**src/rtl/regfile_mp_sb.sv**
```systemverilog
// Multi-port register file with registered, write-bypassed reads and a hardwired zero entry.
// Optional busy scoreboard is enabled by defining REGFILE_SCOREBOARD_EN.
module regfile_mp_sb #(
  parameter int WIDTH  = 32,
  parameter int DEPTH  = 32,
  parameter int NUM_RD = 2,
  parameter int NUM_WR = 1,
  localparam int AW    = $clog2(DEPTH)
) (
  input  logic                     clk,
  input  logic                     rst,
  input  logic [NUM_RD*AW-1:0]     rd_addr,
  output logic [NUM_RD*WIDTH-1:0]  rd_data,
  output logic [NUM_RD-1:0]        rd_busy,
  input  logic [NUM_WR-1:0]        wr_en,
  input  logic [NUM_WR*AW-1:0]     wr_addr,
  input  logic [NUM_WR*WIDTH-1:0]  wr_data,
  input  logic                     rsv_en,
  input  logic [AW-1:0]            rsv_addr
);

  logic [WIDTH-1:0]             regs [DEPTH];
  logic [NUM_RD-1:0][WIDTH-1:0] rdNext;

  // Storage update; later write ports override earlier ones on the same entry.
  always_ff @(negedge clk or posedge rst) begin
    if (rst) begin
      for (int i = 0; i < DEPTH; i++) begin
        regs[i] <= {WIDTH{1'b0}};
      end
    end else begin
      for (int w = 0; w < NUM_WR; w++) begin
        if (wr_en[w] && (wr_addr[w*AW +: AW] != {AW{1'b0}})) begin
          regs[wr_addr[w*AW +: AW]] <= wr_data[w*WIDTH +: WIDTH];
        end
      end
    end
  end

  // Read-port next value: stored entry, overridden by same-edge writes, forced zero for entry 0.
  always_comb begin
    rdNext = {(NUM_RD*WIDTH){1'b0}};
    for (int p = 0; p < NUM_RD; p++) begin
      rdNext[p] = regs[rd_addr[p*AW +: AW]];
      for (int w = 0; w < NUM_WR; w++) begin
        rdNext[p] = (wr_en[w] && (wr_addr[w*AW +: AW] == rd_addr[p*AW +: AW]))
                    ? wr_data[w*WIDTH +: WIDTH] : rdNext[p];
      end
      rdNext[p] = (rd_addr[p*AW +: AW] == {AW{1'b0}}) ? {WIDTH{1'b0}} : rdNext[p];
    end
  end

  // Registered read data.
  always_ff @(negedge clk or posedge rst) begin
    if (rst) begin
      rd_data <= {(NUM_RD*WIDTH){1'b0}};
    end else begin
      for (int p = 0; p < NUM_RD; p++) begin
        rd_data[p*WIDTH +: WIDTH] <= rdNext[p];
      end
    end
  end

`ifdef REGFILE_SCOREBOARD_EN
  logic [DEPTH-1:0]  busyR;
  logic [DEPTH-1:0]  busyNext;
  logic [NUM_RD-1:0] busyRdNext;

  // Busy next state: writes retire a producer, a reservation on the same edge wins.
  always_comb begin
    busyNext   = busyR;
    busyRdNext = {NUM_RD{1'b0}};
    for (int i = 1; i < DEPTH; i++) begin
      for (int w = 0; w < NUM_WR; w++) begin
        busyNext[i] = (wr_en[w] && (wr_addr[w*AW +: AW] == AW'(i))) ? 1'b0 : busyNext[i];
      end
      busyNext[i] = (rsv_en && (rsv_addr == AW'(i))) ? 1'b1 : busyNext[i];
    end
    busyNext[0] = 1'b0;
    for (int p = 0; p < NUM_RD; p++) begin
      busyRdNext[p] = busyNext[rd_addr[p*AW +: AW]];
    end
  end

  // Busy bits and the per-port busy flags registered alongside read data.
  always_ff @(negedge clk or posedge rst) begin
    if (rst) begin
      busyR   <= {DEPTH{1'b0}};
      rd_busy <= {NUM_RD{1'b0}};
    end else begin
      busyR   <= busyNext;
      rd_busy <= busyRdNext;
    end
  end
`else
  logic unusedRsv;
  assign unusedRsv = ^{rsv_en, rsv_addr};
  assign rd_busy   = {NUM_RD{1'b0}};
`endif

endmodule

```
**config.mk**
```make
export PLATFORM = sky130hd
export DESIGN_NAME = regfile_mp_sb
export DESIGN_NICKNAME = d
export VERILOG_FILES = /design/src/rtl/regfile_mp_sb.sv
export SDC_FILE = /design/constraint.sdc
export NUM_CORES = 2
export LEC_CHECK = 0
export CAP_MARGIN = 5
export CORE_MARGIN = 10
export CORE_UTILIZATION = 55
export CTS_BUF_LIST = sky130_fd_sc_hd__clkbuf_4
export CTS_CLUSTER_DIAMETER = 30
export DETAILED_ROUTE_END_ITERATION = 7
export PLACE_DENSITY = 0.72
export SLEW_MARGIN = 20
export SYNTH_ARGS = -nofsm -noshare
export SYNTH_HDL_FRONTEND = slang
export SYNTH_SLANG_ARGS = --single-unit
```
**constraint.sdc**
```tcl
create_clock -name clk -period 52.8 [get_ports clk]
set_clock_uncertainty 0.1 [all_clocks]
set_input_delay 10.56 -clock clk [delete_from_list [all_inputs] [get_ports clk]]
set_output_delay 10.56 -clock clk [all_outputs]
set_load 0.02 [all_outputs]
```
[Yosys cells after proc, flatten, opt, wreduce, memory -nomap -nowiden]
Index checks and enable logic that the tools add are counted.
Cells by class
  magnitude comparators: 4
  eq/ne operators: 2
  multiplexer cells: 13
  bitwise operators: 3
  reduce and logical (&&, ||, !) cells: 7
Operator list (number)
  1024-bit bitwise mux: 1
  32-bit binary-select mux with 5-bit select: 2
  32-bit 2-to-1 mux: 9
  32-bit demux with 5-bit select: 1
  6-bit greater-or-equal comparator (second input constant): 3
  5-bit inverter with 6-bit output: 3
  5-bit == test: 2
  5-bit logical NOT: 2
  6-bit by 1-bit < comparator with 1-bit output (second input constant): 1
  5-bit nonzero test: 1
  1-bit logical AND: 4
Word-level totals
  register bits after elaboration: 1088
  bits of input ports: 56
  output and inout bits: 66
  word-level logic and storage cells: 62

[Depth between registers and ports, before layout]
  depth after elaboration: 6
  gate-level depth with buffers: 9
  depth with buffers taken out: 5

==> results.toml <==
[yosys]
avgSynthCellArea_um2 = 14.8
ys_types = 58
synth_seq_area_share_pct = 48.3
yosysWarnings = 0
synthCells = 3815
ys_ff_latch = 1088
synth_edf_count = 0
syn_area_um2 = 56300
async_flop_share_pct = 100
synthFlopType = "dfrtn_1"

[sta]
finalSetupTns_ns = 0
setup_viol = 0
final-max-slew-violation-count = 0
finalHoldViolations = 0
rsz0062_at_grt = "false"
worst_pin_slew_ns = 1.14
slew_headroom_pct = 24.0
final.setup.worst_slack_ns = 12.08

[pwr]
sequentialPowerShare_pct = 47.4
power.total_uw = 2360
p_int_uw = 1690
combinationalPowerShare_pct = 20.0
clockPowerShare_pct = 32.6
swShare_pct = 28.3
p_leak_uw = 0.0272
ir_worst_vdd_mv = 0.0277
p_per_area_nw_per_um2 = 38.1
p_switching_uw = 667

[layout]
finalNetCount = 3962
num-fill-cells = 7961
area_delta_synth_final_pct = 9.84
utilization_pct = 60.8
drive_gt1_share_pct = 49.2

[critical_path]
crit_buf_inv = 4
slowest_stage = "buf_4"
cp_common_cell = "buf_4"
worstSetupPathType = "in2reg"
cp.required_ns = 27.19
crit_path_max_fanout = 52
endpoint_kind = "register"
cpPeakStageDelay_ns = 0.88
critPathTopFamily = "buffers and inverters"
start_kind = "input port"
cp_cell_sequence = "buf_8 > buf_4 > buf_4 > buf_4 > mux4_2 > a211oi_1 > nand2_1 > a32o_1"
cp.arrival_ns = 15.11

[clocking]
cts_setup_buffers = 0
postCtsHoldBufs = 0
clkLatencyLatePin_ns = 1.05
clock_sinks = 1088
htree_levels = 5
path_clk_slew_ns = 0.05
tritoncts = "yes"
cts-root-buf = "clkbuf_4"
ctsResizeCount = 0
clk_path_buf_depth = 4
cts_inserted_buffers = 317

[route]
drt_pre_antenna_iters = 6
drtAntennaViolNets = 0
drtIter0Drc = 4217
wl_mm = 173
routedWlPerCell_um = 31.7
vias = 37737
vias_per_cell = 6.89
drc_errors = 0

[floorplanning]
die_w_um = 340
io_pins = 122
start_util_pct = 55.4
core_area_um2 = 102000
die-area_um2 = 116000
fp.dieH_um = 340
rows = 117

[hold_path]
hold_class = "reg2reg"

[global_routing]
grt-ovfl-total = 0
grt_pass1_vias = 38489
grt_use_total_pct = 29.7
antenna_found_initial = 11
grt_max_degree = 164
grt_pass1_wl_mm = 256

[outcome]
outcome = "finished, final reports clean"

[placement]
port_buffers = 113
gp_congestion = 0.810
pre_cts_slack_ns = 10.93
detailed_place_hpwl_mm = 97.0

[job]
cap_violations = 0
==> power by group through the flow <==
| stage | clock network (uW) | logic [uW] | registers, uW |
|---|---|---|---|
| floorplan | 0 | 359 | 1110 |
| global placement | 0 | 460 | 1110 |
| detailed placement | 0 | 470 | 1130 |
| CTS | 782 | 472 | 1110 |
| global route | 829 | 504 | 1140 |
| finish | 767 | 471 | 1120 |
==> kinds of logic after synthesis <==
family                    Yosys count  synth area share [%]
muxes                            1678                  40.9
DFF                              1088                  48.3
AOI/OAI and AO/OA                 441                  5.75
buffers and inverters             438                  3.51
and+or+nand+nor                   159                  1.39
xor gates and xnor gates           10                 0.155
other                               1               0.00666
==> layer usage <==
| metal | vias to the layer above | global-route usage [%] | wire length [um] |
|---|---|---|---|
| met5 | - | 0 | 51 |
| met4 | 6 | 13.3 | 7000 |
| met3 | 420 | 7.45 | 16000 |
| met2 | 2031 | 45.4 | 80400 |
| met1 | 20162 | 40.1 | 70100 |
| li1 | 15118 | - | - |
==> state kept, by name, indices dropped and copies added, names as in the netlist <==
register	count
regs	1024
rd_data	64
==> through the flow <==
stage | std cells | hold slack [ns] | instance area (um2)
global placement | 4955 | 0.236 | 58200
global route | 5474 | 0.250 | 61900
floorplan | 3816 | 0.302 | 56300
CTS | 5472 | 0.243 | 62000
finish | 5478 | 0.245 | 61900
detailed placement | 4955 | 0.243 | 58200
==> worst paths after layout <==
check                           cells after the start  slack (ns)                   start                     end
worst max-delay path                                8       12.08              rd_addr[0]   rd_data[23]$_DFF_NP0_
worst min-delay path                                0        0.25  regs[1022]$_DFFE_NP0P_  regs[1022]$_DFFE_NP0P_
worst max register to register                      5       50.77   regs[798]$_DFFE_NP0P_   rd_data[62]$_DFF_NP0_
worst min register to register                      0        0.25  regs[1022]$_DFFE_NP0P_  regs[1022]$_DFFE_NP0P_
max in group asynchronous                           6       12.77                     rst   regs[863]$_DFFE_NP0P_
min in group asynchronous                           3       36.27                     rst   regs[486]$_DFFE_NP0P_
==> synthesized netlist by cell type (26+ instances only) <==
master    count  area, um2
dfrtn_1    1088      27200
mux2_2      971      10900
mux4_2      398       8960
mux2i_1     285       2850
clkbuf_1    239        897
a22oi_1     118        886
buf_2        97        485
nand2_1      75        282
a21oi_1      63        315
buf_1        62        233
o221ai_1     38        333
o22ai_1      35        219
a32o_1       32        320
a211oi_1     31        233
o21ai_0      27        135
nor2_1       26       97.6
==> cell type report <==
class | instances | area (um2) | area share (%)
Tap cell | 1368 | 1710 | 2.77
Clock buffer | 442 | 3320 | 5.36
Sequential cell | 1088 | 27200 | 44.0
Antenna cell | 6 | 15.0 | 0.0243
Inverter | 3 | 15.0 | 0.0243
Timing Repair Buffer | 206 | 1790 | 2.89
Clock inverter | 75 | 442 | 0.714
Multi-Input combinational cell | 2290 | 27400 | 44.2
==> worst register-to-register path: cells and delay by family (launching register included) <==
family             cells  cell delay (ns)
and+or+nand+nor        1             0.08
AOI/OAI and AO/OA      2             0.53
muxes                  2             0.73
DFF                    1             0.36
==> cell usage in the layout, fill, tap and decap left out, drive strengths merged, types with 21 or more instances in the layout <==
cell,synthesis,final
mux2i,285,285
clkdlybuf4s50,0,85
a22oi,118,118
a211oi,31,31
nor2,26,26
buf,196,121
a21oi,63,63
a32o,32,32
o21ai,50,50
clkinv,0,62
mux4,398,398
nand2,76,76
clkbuf,239,442
o22ai,35,35
dfrtn,1088,1088
a221oi,21,21
o221ai,38,38
mux2,995,995
Power figures use the tool's default switching activity.
